<file path="src/rtl/fwd_scoreboard_unit.sv">
// fwd_scoreboard_unit
// Operand forwarding and hazard detection for the RR stage. Each read port
// is resolved against the EX, MEM and WB writers and a short retire buffer
// of recent register-file writes. A freeze is raised whenever a needed value
// is not produced yet. A small FSM tracks the length of the current stall and
// flags stalls that run too long. Saturating counters record stall and
// forwarding activity.
module fwd_scoreboard_unit #(
  parameter int DATA_W    = 16,
  parameter int NREGS     = 8,
  parameter int NRD       = 2,
  parameter int RET_DEPTH = 2,
  parameter int MAX_STALL = 15,
  parameter int ZERO_REG  = 0,
  localparam int AW       = $clog2(NREGS)
) (
  input  logic                  clk,
  input  logic                  rst_n,
  input  logic [NRD-1:0]        rd_en,
  input  logic [NRD*AW-1:0]     rd_addr,
  input  logic                  ex_wr_en,
  input  logic [AW-1:0]         ex_dest,
  input  logic [DATA_W-1:0]     ex_data,
  input  logic                  ex_vld,
  input  logic                  mem_wr_en,
  input  logic [AW-1:0]         mem_dest,
  input  logic [DATA_W-1:0]     mem_data,
  input  logic                  mem_vld,
  input  logic                  wb_wr_en,
  input  logic [AW-1:0]         wb_dest,
  input  logic [DATA_W-1:0]     wb_data,
  input  logic                  clr_stats,
  output logic [NRD*DATA_W-1:0] fwd_data,
  output logic [NRD-1:0]        fwd_en,
  output logic                  freeze,
  output logic                  stall_timeout,
  output logic [15:0]           stall_cycles,
  output logic [15:0]           fwd_events
);

  typedef enum logic {
    ST_RUN   = 1'b0,
    ST_STALL = 1'b1
  } state_e;

  // Retire buffer: entry 0 holds the newest WB write.
  logic [RET_DEPTH-1:0] ret_vld_q;
  logic [AW-1:0]        ret_dest_q [RET_DEPTH];
  logic [DATA_W-1:0]    ret_data_q [RET_DEPTH];

  logic [NRD-1:0] hazard;

  state_e       state_q, state_d;
  logic [7:0]   stall_cnt_q, stall_cnt_d;
  logic         stall_timeout_q, stall_timeout_d;
  logic [8:0]   stall_cnt_inc;

  logic [15:0]  stall_cycles_q;
  logic [15:0]  fwd_events_q;

  // Shift each WB write into the retire buffer; freeze never blocks retirement.
  always_ff @(posedge clk or negedge rst_n) begin
    if (!rst_n) begin
      // NOTE: the buffer is a handful of flops, so data is reset along with
      // the valid bits; this keeps X out of the forwarding muxes after reset.
      ret_vld_q <= '0;
      for (int k = 0; k < RET_DEPTH; k++) begin
        ret_dest_q[k] <= '0;
        ret_data_q[k] <= '0;
      end
    end else if (wb_wr_en) begin
      // NOTE: non-blocking assignments let every entry read its neighbour's
      // pre-edge value, which is what makes this a shift rather than a smear.
      ret_vld_q[0]  <= 1'b1;
      ret_dest_q[0] <= wb_dest;
      ret_data_q[0] <= wb_data;
      for (int k = 1; k < RET_DEPTH; k++) begin
        ret_vld_q[k]  <= ret_vld_q[k-1];
        ret_dest_q[k] <= ret_dest_q[k-1];
        ret_data_q[k] <= ret_data_q[k-1];
      end
    end
  end

  // Per-port lookup, youngest writer first; an unfinished EX/MEM value is a hazard.
  always_comb begin
    // NOTE: every output of this block gets a default first so that no path
    // through the priority chain leaves a value unassigned (no latches).
    fwd_en   = '0;
    fwd_data = '0;
    hazard   = '0;
    for (int i = 0; i < NRD; i++) begin
      if (rd_en[i] && !((ZERO_REG != 0) && (rd_addr[i*AW +: AW] == '0))) begin
        if (ex_wr_en && (ex_dest == rd_addr[i*AW +: AW])) begin
          if (ex_vld) begin
            fwd_en[i]                    = 1'b1;
            fwd_data[i*DATA_W +: DATA_W] = ex_data;
          end else begin
            hazard[i] = 1'b1;
          end
        end else if (mem_wr_en && (mem_dest == rd_addr[i*AW +: AW])) begin
          if (mem_vld) begin
            fwd_en[i]                    = 1'b1;
            fwd_data[i*DATA_W +: DATA_W] = mem_data;
          end else begin
            hazard[i] = 1'b1;
          end
        end else if (wb_wr_en && (wb_dest == rd_addr[i*AW +: AW])) begin
          fwd_en[i]                    = 1'b1;
          fwd_data[i*DATA_W +: DATA_W] = wb_data;
        end else begin
          // Walk oldest to newest so the newest matching entry is the one left.
          for (int k = RET_DEPTH - 1; k >= 0; k--) begin
            if (ret_vld_q[k] && (ret_dest_q[k] == rd_addr[i*AW +: AW])) begin
              fwd_en[i]                    = 1'b1;
              fwd_data[i*DATA_W +: DATA_W] = ret_data_q[k];
            end
          end
        end
      end
    end
  end

  assign freeze = |hazard;

  // Stall FSM state, stall length and sticky timeout flag.
  always_ff @(posedge clk or negedge rst_n) begin
    if (!rst_n) begin
      state_q         <= ST_RUN;
      stall_cnt_q     <= '0;
      stall_timeout_q <= 1'b0;
    end else begin
      state_q         <= state_d;
      stall_cnt_q     <= stall_cnt_d;
      stall_timeout_q <= stall_timeout_d;
    end
  end

  assign stall_cnt_inc = {1'b0, stall_cnt_q} + 9'd1;

  // Next-state logic: count consecutive freeze cycles, flag when MAX_STALL is reached.
  always_comb begin
    state_d         = state_q;
    stall_cnt_d     = stall_cnt_q;
    stall_timeout_d = stall_timeout_q;
    case (state_q)
      ST_RUN: begin
        if (freeze) begin
          state_d     = ST_STALL;
          stall_cnt_d = 8'd1;
          if (MAX_STALL == 1) stall_timeout_d = 1'b1;
        end else begin
          stall_cnt_d = 8'd0;
        end
      end
      ST_STALL: begin
        if (freeze) begin
          stall_cnt_d = (stall_cnt_q == 8'hFF) ? 8'hFF : stall_cnt_inc[7:0];
          if (stall_cnt_inc == 9'(MAX_STALL)) stall_timeout_d = 1'b1;
        end else begin
          state_d     = ST_RUN;
          stall_cnt_d = 8'd0;
        end
      end
      default: begin
        state_d     = ST_RUN;
        stall_cnt_d = 8'd0;
      end
    endcase
    // Clearing the statistics also acknowledges the timeout, and wins over a new set.
    if (clr_stats) stall_timeout_d = 1'b0;
  end

  assign stall_timeout = stall_timeout_q;

  // Saturating activity counters; a clear in the same cycle wins over counting.
  always_ff @(posedge clk or negedge rst_n) begin
    if (!rst_n) begin
      stall_cycles_q <= '0;
      fwd_events_q   <= '0;
    end else if (clr_stats) begin
      stall_cycles_q <= '0;
      fwd_events_q   <= '0;
    end else begin
      if (freeze && (stall_cycles_q != 16'hFFFF)) stall_cycles_q <= stall_cycles_q + 16'd1;
      if ((|fwd_en) && (fwd_events_q != 16'hFFFF)) fwd_events_q <= fwd_events_q + 16'd1;
    end
  end

  assign stall_cycles = stall_cycles_q;
  assign fwd_events   = fwd_events_q;

endmodule

</file>
<file path="config.mk">
export PLATFORM = sky130hd
export DESIGN_NAME = fwd_scoreboard_unit
export DESIGN_NICKNAME = d
export VERILOG_FILES = /design/src/rtl/fwd_scoreboard_unit.sv
export SDC_FILE = /design/constraint.sdc
export NUM_CORES = 1
export LEC_CHECK = 0
export ABC_CLOCK_PERIOD_IN_PS = 3000
export CAP_MARGIN = 20
export CORE_MARGIN = 2
export CORE_UTILIZATION = 50
export DETAILED_ROUTE_END_ITERATION = 8
export PLACE_DENSITY = 0.9
export SLEW_MARGIN = 25
export SYNTH_ARGS = -nofsm -noshare
export SYNTH_HDL_FRONTEND = slang
export SYNTH_SLANG_ARGS = --single-unit
</file>
<file path="constraint.sdc">
create_clock -name clk -period 3 [get_ports clk]
set_input_delay 0.3 -clock clk [delete_from_list [all_inputs] [get_ports clk]]
set_output_delay 0.3 -clock clk [all_outputs]
set_load 0.01 [all_outputs]
</file>
# After elaboration in Yosys (flattened, before gate mapping)
# Index checks and enable logic that the tools add are counted.
[word_totals]
register_bits = 82
input_bits = 73
output_inout_bits = 68
word_cells = 97
[op_classes]
n_addsub = 3
n_eq_ne = 14
mux = 49
bitwise_logic = 1
n_reduce_logical = 20
[op_table]
columns = ["op", "n"]
rows = [
  ["$mux W16", 18],
  ["$add A16 B1 Y16 const B", 2],
  ["$ne A16 B16 Y1 const B", 2],
  ["$eq A3 B3 Y1", 10],
  ["$mux W1", 28],
  ["$mux W8", 2],
  ["$pmux W8 S2", 1],
  ["$logic_and A1 B1 Y1", 12],
  ["$reduce_bool A2 Y1", 5],
  ["$add A8 B1 Y9 const B", 1],
  ["$eq A9 B4 Y1 const B", 1],
  ["$eq A8 B8 Y1 const B", 1],
  ["$reduce_or A2 Y1", 2],
  ["$reduce_and A3 Y1", 1],
  ["$not A1 Y1", 1],
]

# Depth between registers and ports, before layout
# Gate-level depths: netlist (run 1).
[depth]
word_depth = 12
mapped_depth = 10
ltp_nobuf = 8

# Least setup slack after synthesis (run 1)
# OpenSTA, ideal clock, no wires.
[synth_timing]
kind = "input port to output port"
from = "in rd_addr[4]"
to = "out fwd_data[21]"
t_arrival_ns = 2.030
required_ns = 2.700
slack_ns = 0.670
path_stages = 10
path_cell_list = "buf_6 xnor2_1 and4_1 buf_2 nor2_1 buf_2 a22oi_1 a21oi_1 a211oi_1 a211oi_1"
[synth_via]
elab_chain_cells = 8
elab_cells_between_ends = 16
[synth_rtl]
columns = ["item", "line_no", "source"]
rows = [
  ["from (decl)", "20", "input logic [NRD*AW-1:0] rd_addr,"],
  ["$eq A3 B3 Y1", "114", "if (ret_vld_q[k] && (ret_dest_q[k] == rd_addr[i*AW +: AW])) begin"],
  ["$logic_and A1 B1 Y1", "114", ""],
  ["$mux W16 (2 in a row)", "114", ""],
  ["$mux W16", "108", "end else if (wb_wr_en && (wb_dest == rd_addr[i*AW +: AW])) begin"],
  ["$mux W16", "101", "end else if (mem_wr_en && (mem_dest == rd_addr[i*AW +: AW])) begin"],
  ["$mux W16 *", "94", "if (ex_wr_en && (ex_dest == rd_addr[i*AW +: AW])) begin"],
  ["$mux W16 *", "93", "if (rd_en[i] && !((ZERO_REG != 0) && (rd_addr[i*AW +: AW] == '0))) begin"],
  ["to (decl)", "33", "output logic [NRD*DATA_W-1:0] fwd_data,"],
]
# Every way passes the cells marked *; elsewhere a longest branch is shown, timed or not.

# Final worst setup path (run 1)
[layout_timing]
from = "in rd_addr[5]"
to = "out fwd_en[1]"
[layout_via]
elab_chain_cells = 8
elab_cells_between_ends = 16
[layout_rtl]
columns = ["item", "line_no", "source"]
rows = [
  ["$eq A3 B3 Y1", "114", ""],
  ["$logic_and A1 B1 Y1", "114", ""],
  ["$mux W1 (2 in a row)", "114", ""],
  ["$mux W1", "108", ""],
  ["$mux W1", "101", ""],
  ["$mux W1 *", "94", ""],
  ["$mux W1 *", "93", ""],
  ["to (decl)", "34", "output logic [NRD-1:0] fwd_en,"],
]
# Marked as above.

==> summary.txt, run 1 <==
Crit path buffers/inverters -> 4
Top-Level Pins -> 141
Max-cap violations -> 0
Status -> complete, but fails checks
Core area -> 10900 µm²
Synthesized area per cell -> 8.80 µm²
Initial core utilization -> 51.6%
# fillers -> 828
Die Ht -> 110 µm
CTS Hold Bufs -> 0
Post-synth EDFFs -> 0
Crit end category -> primary output
Post-Synthesis Cell Area -> 5610 µm²
Die area -> 12100 µm²
Slew at the pin with the worst max-slew slack -> 0.857 ns
Dpl ws -> -0.0957 ns
Syn-to-layout area delta -> 33.7%
CP startpoint kind -> input pin
GPL Wtd Cong -> 0.919
Fraction of layout cells with a size suffix above 1 -> 13.1%
Minimum clock period -> 2.90 ns
Worst min path class -> in2async
Via density -> 5.80
CP arrival -> 2.60 ns
Post-DP HPWL -> 11500 µm
Multi-input gate area -> 3290 µm²
Worst reg2reg endpoint -> fwd_events[14]
Simple-gate area share of the yosys netlist -> 20.1%
XOR/XNOR Fraction of Synth Area -> 8.42%
Ranking of synthesized cells by area -> dfrtp_1 37%, mux2_2 8.2%, xnor2_1 7.2%
Pwr dens -> 390 nW/µm²
Worst IR Drop VDD -> 0.000281 V
Die Width -> 110 µm
WL/cell -> 16.9 µm
CP Data Required Time -> 2.70 ns
Final Cell Area -> 7510 µm²
Worst skew pair latency -> 0.35 ns
Buffers on Ports -> 140
Sequential Area -> 2050 µm²
Post-synthesis mux area share -> 12.2%
Slew HR -> 42.7%
Clock sink count -> 82
Final WS setup -> 0.0984 ns
RSZ-0062 raised after global routing -> no
Max Slew Vio Count -> 0
FMAX -> 0.345 GHz
Clock skew -> 0.0162 ns
Post-CTS Setup Bufs -> 0
Post-Syn Nets -> 715
Largest net degree at the start of global routing -> 83
Post-synth top area cell -> dfrtp_1
Initial antenna violation count -> 0
Core Rows -> 38
Tcrit/Tclk final -> 96.7%
CP dominant cell by count -> clkdlybuf4s50_1
Finish-stage setup viols -> 0
Failing checks -> negative hold slack
Clock-pin slew on the worst setup and hold paths -> 0.08 ns
CP cell instances -> clkdlybuf4s50_1 > buf_4 > xnor2_1 > and4_2 > mux2i_1 > a311o_2 > inv_1 > clkdlybuf4s50_1
Final hold violations -> 18
Antenna viol nets, final -> 0
Root Driver -> clkbuf_8
CP Max Fanout -> 4
Crit path max-delay family -> buffers and inverters
Hold WS -> -0.0194 ns
Largest family of logic cells by synthesized area -> simple AND/OR/NAND/NOR gates
Max clock buf depth -> 2
Via count -> 5315
Kind of critical path -> in2out
Register-to-Register Path Depth -> 7
WP depth -> 8
CTS tree -> yes
Total CTS buffers -> 9
Adder-cell share of the synthesized area -> 0.891%
Slowest stage delay, CP -> 0.59 ns
Async SR Flop Fraction -> 100%
Nets -> 849
Mapped Cells -> 638
Top_reg_cell synth -> dfrtp_1
Lkg Pwr -> 3.38 nW
GRT overflow -> 0
Synth Area in Compound Gates -> 16.9%
R2R setup slack -> 0.65 ns
Global-route wire length before repair -> 24700 µm
Sequential area share after synthesis -> 36.6%
Synthesis Warnings -> 0
Placed inst area -> 7250 µm²
Reg-to-Reg Start -> fwd_events[0]
Vias in the first global route -> 5130
GRT Util Overall -> 25.7%
Drt pass-1 iters -> 5
Yosys cell types -> 52
Drt total wl -> 15500 µm
Antenna cells -> 0
#FFs+latches synth -> 82
Top-area cell type share of the netlist area -> 36.6%
Initial drt markers -> 457
Max stage delay cell, worst path -> clkdlybuf4s50_1
H-tree levels -> 3
Drt drc -> 0
stage by stage:
stage	std cells	TNS (ns)	hold WS (ns)	power, mW	utilization, %
detailed placement	901	-0.490	0.456	2.17	66.6
global placement	901	-0.0702	0.447	2.13	66.6
CTS	917	0	0.154	2.94	68.3
floorplan	638	0	0.00441	1.76	-
global route	917	0	0.0402	3.08	68.9
finish	917	0	-0.0194	2.93	68.9
Yosys cell counts (7+ instances only):
cell type and n:
dfrtp_1 82, nor2_1 81, nand2_1 62, xnor2_1 46, a21oi_1 45, mux2_2 41, a211oi_1 33, clkbuf_1 28
mux2i_1 18, o21ai_0 18, o22ai_1 17, a22oi_1 16, nand3_1 15, nand4_1 12, nor2b_1 12, inv_1 10
buf_2 8, xor2_1 8, nand2b_1 7
logic make-up after synthesis:
group,count (synthesis)
buffers and inverters,59
xor gates and xnor gates,54
and+or+nand+nor,232
AOI/OAI and AO/OA,144
adders and majority gates,4
muxes,63
DFF,82
worst max-delay path by stage:
| stage | from | end | slack [ns] |
|---|---|---|---|
| finish | rd_addr[5] | fwd_en[1] | 0.1 |
| global route | rd_addr[5] | fwd_en[1] | 0.01 |
| CTS | rd_addr[4] | fwd_data[19] | 0.008 |
| detailed placement | rd_addr[4] | fwd_data[28] | -0.1 |
| global placement | rd_addr[4] | fwd_data[28] | -0.03 |
| floorplan | rd_addr[4] | fwd_data[21] | 0.67 |
report_power, final:
| group | switching, mW | total [mW] | leakage, nW | internal [mW] |
|---|---|---|---|---|
| registers | 0.0733 | 1.25 | 1.05 | 1.18 |
| clock network | 0.395 | 0.783 | 0.101 | 0.388 |
| logic | 0.433 | 0.895 | 2.23 | 0.462 |
state kept, by name, summed over array words and instances, names as in the netlist:
register       cells
stall_timeout      1
stall_cnt_q        8
ret_dest_q         6
stall_cycles      16
ret_vld_q          2
fwd_events        16
state_q            1
ret_data_q        32
per-layer routing:
layer  wire (µm)  up-vias  GRT usage, %  part of all wire, %
met5           0        -             0                    0
met4         320        0          8.86                  2.1
met1        6590     2526          33.0                   43
met2        7380      203          43.0                   48
met3        1170       27          5.10                  7.6
li1            -     2559             -                    -
placed cells by master (no fill, tap or decap), drive strengths merged, types with 4 or more instances in the layout:
cell type and n:
clkbuf 10, mux2 45, o21ai 18, nand4 13, mux2i 18, dfrtp 82, inv 11, a21oi 46
dlygate4sd2 10, nor2b 12, dlymetal6s2s 25, nor4 6, nor2 81, nand2 62, nor3 7, clkinv 5
a22oi 16, nand2b 7, nor4b 6, a211oi 34, o22ai 17, nand3 15, ha 4, and3 5
buf 33, clkdlybuf4s50 103, xor2 8, xnor2 46, and4 6
layout make-up:
cell class / instances / share of cell area (%)
multi-input cells: 497 / 43.8
repair buffers: 171 / 23.4
well taps: 140 / 2.33
flip-flops and latches: 82 / 27.3
clock inverters: 6 / 0.883
inverters: 11 / 0.550
clock buffers: 10 / 1.70
repair_timing:
action / 4_1_cts / 5_1_grt
pin swaps: 0 / 1
gates resized for setup: 12 / 33
endpoints found under the setup margin: 15 / 24
Note: power is estimated with default switching activity, not from simulation.
==> run 2, diff against run 1 <==
--- a/config.mk
+++ b/config.mk
@@ -5,12 +5,12 @@
 export SDC_FILE = /design/constraint.sdc
 export NUM_CORES = 1
 export LEC_CHECK = 0
-export ABC_CLOCK_PERIOD_IN_PS = 3000
+export ABC_CLOCK_PERIOD_IN_PS = 3800
 export CAP_MARGIN = 20
 export CORE_MARGIN = 2
-export CORE_UTILIZATION = 50
+export CORE_UTILIZATION = 54
 export DETAILED_ROUTE_END_ITERATION = 8
-export PLACE_DENSITY = 0.9
+export PLACE_DENSITY = 0.95
 export SLEW_MARGIN = 25
 export SYNTH_ARGS = -nofsm -noshare
 export SYNTH_HDL_FRONTEND = slang
==> constraint.sdc (replaced) <==
create_clock -name clk -period 3.8 [get_ports clk]
set_input_delay 0.38 -clock clk [delete_from_list [all_inputs] [get_ports clk]]
set_output_delay 0.38 -clock clk [all_outputs]
set_load 0.01 [all_outputs]
==> summary.txt, run 2 (synthesis results as in run 1) <==
Buffers on Ports -> 140 (unchanged)
Worst IR Drop VDD -> 0.000335 V (was 0.000281 V)
Final WS setup -> 0.260 ns (was 0.0984 ns)
Max-cap violations -> 0 (unchanged)
Vias in the first global route -> 5062 (was 5130)
Pwr dens -> 308 nW/µm² (was 390 nW/µm²)
Core Rows -> 37 (was 38)
Post-Layout Cell Count -> 895 (was 917)
Die area -> 11200 µm² (was 12100 µm²)
CP arrival -> 3.16 ns (was 2.60 ns)
Lkg Pwr -> 2.80 nW (was 3.38 nW)
Max stage delay cell, worst path -> or3_1 (was clkdlybuf4s50_1)
Root Driver -> clkbuf_8 (unchanged)
Die Width -> 106 µm (was 110 µm)
Reg-to-Reg Start -> ret_dest_q[5] (was fwd_events[0])
Kind of critical path -> in2out (unchanged)
H-tree levels -> 3 (unchanged)
Placed Cells -> 879 (was 901)
WL met2 -> 7160 µm (was 7380 µm)
Global-route wire length before repair -> 24900 µm (was 24700 µm)
CP Max Fanout -> 32 (was 4)
Via density -> 5.86 (was 5.80)
Clock skew -> 0.00889 ns (was 0.0162 ns)
Initial antenna violation count -> 0 (unchanged)
Post-DP HPWL -> 11100 µm (was 11500 µm)
Max Slew Vio Count -> 0 (unchanged)
GRT Util Overall -> 26.9% (was 25.7%)
Max clock buf depth -> 2 (unchanged)
R2R setup slack -> 1.08 ns (was 0.65 ns)
WL/cell -> 16.7 µm (was 16.9 µm)
FMAX -> 0.282 GHz
Antenna cells -> 0 (unchanged)
Largest net degree at the start of global routing -> 83 (unchanged)
Fraction of layout cells with a size suffix above 1 -> 10.9% (was 13.1%)
Drt total wl -> 14900 µm (was 15500 µm)
Reg with most FFs -> ret_data_q (unchanged)
Tcrit/Tclk final -> 93.2%
CP startpoint kind -> input pin (unchanged)
Total CTS buffers -> 9 (unchanged)
Clock-pin slew on the worst setup and hold paths -> 0.08 ns (about the same)
Minimum clock period -> 3.54 ns
Most frequent cells in the layout -> 138 x clkdlybuf4s50_1, 82 x dfrtp_1, 81 x nor2_1 (was 103 x clkdlybuf4s50_1, 82 x dfrtp_1, 81 x nor2_1)
Dpl ws -> 0.319 ns (was -0.0957 ns)
Setup TNS -> 0 ns (unchanged)
Worst skew pair latency -> 0.35 ns (about the same)
Top-Level Pins -> 141 (unchanged)
RSZ-0062 raised after global routing -> no (unchanged)
Initial core utilization -> 54.9% (was 51.6%)
Status -> finished, final reports clean (was complete, but fails checks)
Drt drc -> 0 (unchanged)
Crit. Startpoint -> rd_addr[2] (was rd_addr[5])
Crit end category -> primary output (unchanged)
GRT overflow -> 0 (unchanged)
Most common cell after layout, fill and taps aside -> clkdlybuf4s50_1 (unchanged)
Nets -> 831 (was 849)
Met3 wire length -> 1040 µm (was 1170 µm)
Initial drt markers -> 332 (was 457)
Drt pass-1 iters -> 7 (was 5)
GPL Wtd Cong -> 0.942 (was 0.919)
Syn-to-layout area delta -> 28.8% (was 33.7%)
CP Data Required Time -> 3.42 ns (was 2.70 ns)
Clock sink count -> 82 (unchanged)
CTS tree -> yes (unchanged)
Slowest stage delay, CP -> 0.70 ns (was 0.59 ns)
Antenna viol nets, final -> 0 (unchanged)
CTS Hold Bufs -> 0 (unchanged)
Final hold violations -> 0 (was 18)
Via count -> 5249 (was 5315)
Finish-stage setup viols -> 0 (unchanged)
CP cell instances -> clkdlybuf4s50_1 > xnor2_1 > nand2_1 > or3_1 > nor2_1 > a21oi_1 > o22ai_1 > clkdlybuf4s50_1 (was clkdlybuf4s50_1 > buf_4 > xnor2_1 > and4_2 > mux2i_1 > a311o_2 > inv_1 > clkdlybuf4s50_1)
Slew at the pin with the worst max-slew slack -> 0.975 ns (was 0.857 ns)
CP dominant cell by count -> clkdlybuf4s50_1 (unchanged)
Highest metal used -> met4 (unchanged)
Die Ht -> 106 µm (was 110 µm)
Post-cts resize count -> 0 (was 12)
Post-CTS Setup Bufs -> 0 (unchanged)
Slew HR -> 34.8% (was 42.7%)
DRT met1 WL -> 6490 µm (was 6590 µm)
Max FFs per register -> 32 (unchanged)
Worst min path class -> in2async (unchanged)
Core area -> 10200 µm² (was 10900 µm²)
==> run 2: path summary, 6_finish.rpt <==
check | endpoint | depth (start not counted)
min reg2reg | stall_cnt_q[0] | 1
max in group asynchronous | stall_cnt_q[0] | 1
min in group clk | ret_dest_q[5] | 2
max | fwd_data[15] | 8
min | ret_data_q[7] | 1
max reg2reg | fwd_events[8] | 8
==> run 2: cell type report <==
type	instances	area, µm²
flip-flops and latches	82	2050
well taps	136	170
repair buffers	153	1510
multi-input cells	497	3290
inverters	11	41.3
clock inverters	6	42.5
clock buffers	10	128
fillers	730	3000
==> run 2: metrics by stage <==
stage	hold WS, ns	power, mW	area (µm²)	utilization (%)
floorplan	0.0844	1.39	5610	-
global placement	0.451	1.64	7060	69.0
detailed placement	0.464	1.67	7060	69.0
CTS	0.236	2.24	7230	70.6
global route	0.118	2.34	7230	70.7
finish	0.0610	2.22	7230	70.7
==> run 2: routing by layer <==
layer  vias up  GRT usage, %
li1       2512             -
met1      2465          35.6
met2       253          44.7
met3        19          5.03
met4         0          9.12
met5         -             0
==> run 2: critical path: cells and delay by family <==
kind / cells / cell delay [ns]
XOR/XNOR: 1 / 0.28
AO/OA/AOI/OAI: 2 / 0.27
AND/OR/NAND/NOR: 3 / 1.06
buffers and inverters: 2 / 1.16
==> run 2: power breakdown <==
group	internal, mW	switching (mW)	leakage [nW]
Clock	0.239	0.318	0.0827
Combinational	0.345	0.334	1.67
Sequential	0.930	0.0580	1.05
==> run 3, diff against run 2 <==
--- a/config.mk
+++ b/config.mk
@@ -7,8 +7,10 @@
 export LEC_CHECK = 0
 export ABC_CLOCK_PERIOD_IN_PS = 3800
 export CAP_MARGIN = 20
+export CELL_PAD_IN_SITES_DETAIL_PLACEMENT = 1
+export CELL_PAD_IN_SITES_GLOBAL_PLACEMENT = 1
 export CORE_MARGIN = 2
-export CORE_UTILIZATION = 54
+export CORE_UTILIZATION = 40
 export DETAILED_ROUTE_END_ITERATION = 8
 export PLACE_DENSITY = 0.95
 export SLEW_MARGIN = 25
==> summary.txt, run 3 (synthesis results as in run 1) <==
Status -> finished, final reports clean (unchanged)
Most frequent cells in the layout -> 137 x clkdlybuf4s50_1, 82 x dfrtp_1, 81 x nor2_1 (was 138 x clkdlybuf4s50_1, 82 x dfrtp_1, 81 x nor2_1)
Tcrit/Tclk final -> 93.4% (was 93.2%)
Total CTS buffers -> 9 (unchanged)
Lkg Pwr -> 2.87 nW (was 2.80 nW)
CTS Hold Bufs -> 0 (unchanged)
H-tree levels -> 3 (unchanged)
GRT Util Overall -> 24.0% (was 26.9%)
Drt drc -> 0 (unchanged)
Most common cell after layout, fill and taps aside -> clkdlybuf4s50_1 (unchanged)
Drt total wl -> 17800 µm (was 14900 µm)
Max stage delay cell, worst path -> or3_1 (unchanged)
Buffers on Ports -> 140 (unchanged)
WP depth -> 8 (unchanged)
Die Width -> 122 µm (was 106 µm)
Pwr dens -> 353 nW/µm² (was 308 nW/µm²)
Root Driver -> clkbuf_16 (was clkbuf_8)
Max Slew Vio Count -> 0 (unchanged)
Antenna cells -> 0 (unchanged)
RSZ-0062 raised after global routing -> no (unchanged)
Highest metal used -> met4 (unchanged)
Clock sink count -> 82 (unchanged)
Worst IR Drop VDD -> 0.000228 V (was 0.000335 V)
CP Data Required Time -> 3.42 ns (about the same)
Initial antenna violation count -> 0 (unchanged)
WL/cell -> 18.9 µm (was 16.7 µm)
Slew HR -> 35.0% (was 34.8%)
Die Ht -> 122 µm (was 106 µm)
Via density -> 5.64 (was 5.86)
Worst skew pair latency -> 0.33 ns (was 0.35 ns)
Clock skew -> 0.00486 ns (was 0.00889 ns)
Reg-to-Reg Start -> stall_cycles[3] (was ret_dest_q[5])
Core Rows -> 43 (was 37)
Crit end category -> primary output (unchanged)
Global-route wire length before repair -> 28700 µm (was 24900 µm)
DRT met1 WL -> 7770 µm (was 6490 µm)
Setup TNS -> 0 ns (unchanged)
Top-Level Pins -> 141 (unchanged)
GPL Wtd Cong -> 0.876 (was 0.942)
WL met2 -> 8970 µm (was 7160 µm)
Die area -> 15000 µm² (was 11200 µm²)
Largest net degree at the start of global routing -> 83 (unchanged)
Initial core utilization -> 40.8% (was 54.9%)
CP cell instances -> clkdlybuf4s50_1 > xnor2_1 > nand2_1 > or3_1 > nor2_1 > a21oi_1 > o22ai_1 > clkdlybuf4s50_1 (unchanged)
Antenna viol nets, final -> 0 (unchanged)
Final hold violations -> 0 (unchanged)
Fraction of layout cells with a size suffix above 1 -> 11.2% (was 10.9%)
Vias in the first global route -> 5657 (was 5062)
R2R setup slack -> 0.92 ns (was 1.08 ns)
Max clock buf depth -> 2 (unchanged)
Worst reg2reg endpoint -> stall_cycles[13] (was fwd_events[8])
Final Cell Area -> 7430 µm² (was 7230 µm²)
Worst min path class -> in2async (unchanged)
Sequential Area -> 2050 µm² (unchanged)
Initial drt markers -> 222 (was 332)
Finish-stage setup viols -> 0 (unchanged)
GRT overflow -> 0 (unchanged)
Syn-to-layout area delta -> 32.3% (was 28.8%)
CP startpoint kind -> input pin (unchanged)
Core area -> 13800 µm² (was 10200 µm²)
Nets -> 832 (was 831)
Slowest stage delay, CP -> 0.70 ns (about the same)
Met3 wire length -> 795 µm (was 1040 µm)
Max-cap violations -> 0 (unchanged)
# fillers -> 1605 (was 730)
Multi-input gate area -> 3290 µm² (unchanged)
Drt pass-1 iters -> 4 (was 7)
Reg with most FFs -> ret_data_q (unchanged)
Placed inst area -> 7110 µm² (was 7060 µm²)
Minimum clock period -> 3.55 ns (was 3.54 ns)
Post-DP HPWL -> 13200 µm (was 11100 µm)
Post-cts resize count -> 0 (unchanged)
Max FFs per register -> 32 (unchanged)
Register-to-Register Path Depth -> 7 (was 8)
Via count -> 5305 (was 5249)
CP arrival -> 3.17 ns (was 3.16 ns)
FMAX -> 0.282 GHz (about the same)
Crit path max-delay family -> buffers and inverters (unchanged)
Clock-pin slew on the worst setup and hold paths -> 0.06 ns (was 0.08 ns)
CTS tree -> yes (unchanged)
Crit path buffers/inverters -> 2 (unchanged)
CP dominant cell by count -> clkdlybuf4s50_1 (unchanged)
Post-CTS Setup Bufs -> 0 (unchanged)
Slew at the pin with the worst max-slew slack -> 0.967 ns (was 0.975 ns)
Kind of critical path -> in2out (unchanged)
CP Max Fanout -> 32 (unchanged)
run 3: changes by cell type in the layout (fill, tap and decap cells not counted), moves of 2 or more:
cell	delta
clkbuf_16	+9
buf_4	+2
clkbuf_8	-8
bufinv_16	+2
run 3: worst max path at each step:
| stage | startpoint | end | slack, ns |
|---|---|---|---|
| 6_report | rd_addr[2] | fwd_data[12] | 0.25 |
| 5_1_grt | rd_addr[2] | fwd_data[12] | 0.04 |
| 4_1_cts | rd_addr[0] | fwd_data[3] | 0.32 |
| 3_5_place_dp | rd_addr[0] | fwd_data[5] | 0.32 |
| 3_3_place_gp | rd_addr[2] | fwd_data[3] | 0.45 |
| 2_1_floorplan | rd_addr[4] | fwd_data[21] | 1.31 |
run 3: per-stage QoR:
stage          setup slack [ns]  cells  hold slack [ns]  power [mW]  utilization [%]
4_1_cts                   0.322    940            0.275        2.64             53.9
6_report                  0.251    940           0.0972        2.62             53.9
3_3_place_gp              0.445    924            0.453        1.66             51.6
2_1_floorplan              1.31    638           0.0844        1.39                -
5_1_grt                  0.0413    940            0.160        2.74             53.9
3_5_place_dp              0.318    924            0.477        1.70             51.6
run 3: final cells by class:
cell class	count	share of cell area, %
multi-input cells	497	44.3
flip-flops and latches	82	27.6
repair buffers	154	20.2
clock buffers	11	3.27
well taps	180	3.03
clock inverters	5	1.04
inverters	11	0.556
run 3: worst register-to-register path, stage by stage, from the launching register on:
cell	delay, ns
dfrtp_1	0.47
and4_1	0.31
and4_1	0.29
nand4_1	0.21
nor3_1	0.79
nor3_1	0.20
nand4_1	0.16
mux2_2	0.34
run 3: metal layers:
| metal | GRT usage (%) | up-vias |
|---|---|---|
| met4 | 6.97 | 0 |
| met5 | 0 | - |
| met1 | 30.4 | 2638 |
| met3 | 3.35 | 20 |
| met2 | 42.3 | 129 |
| li1 | - | 2518 |
run 3: power by group:
part | switching [mW] | internal (mW)
logic | 0.351 | 0.346
registers | 0.0607 | 0.931
clock network | 0.340 | 0.591
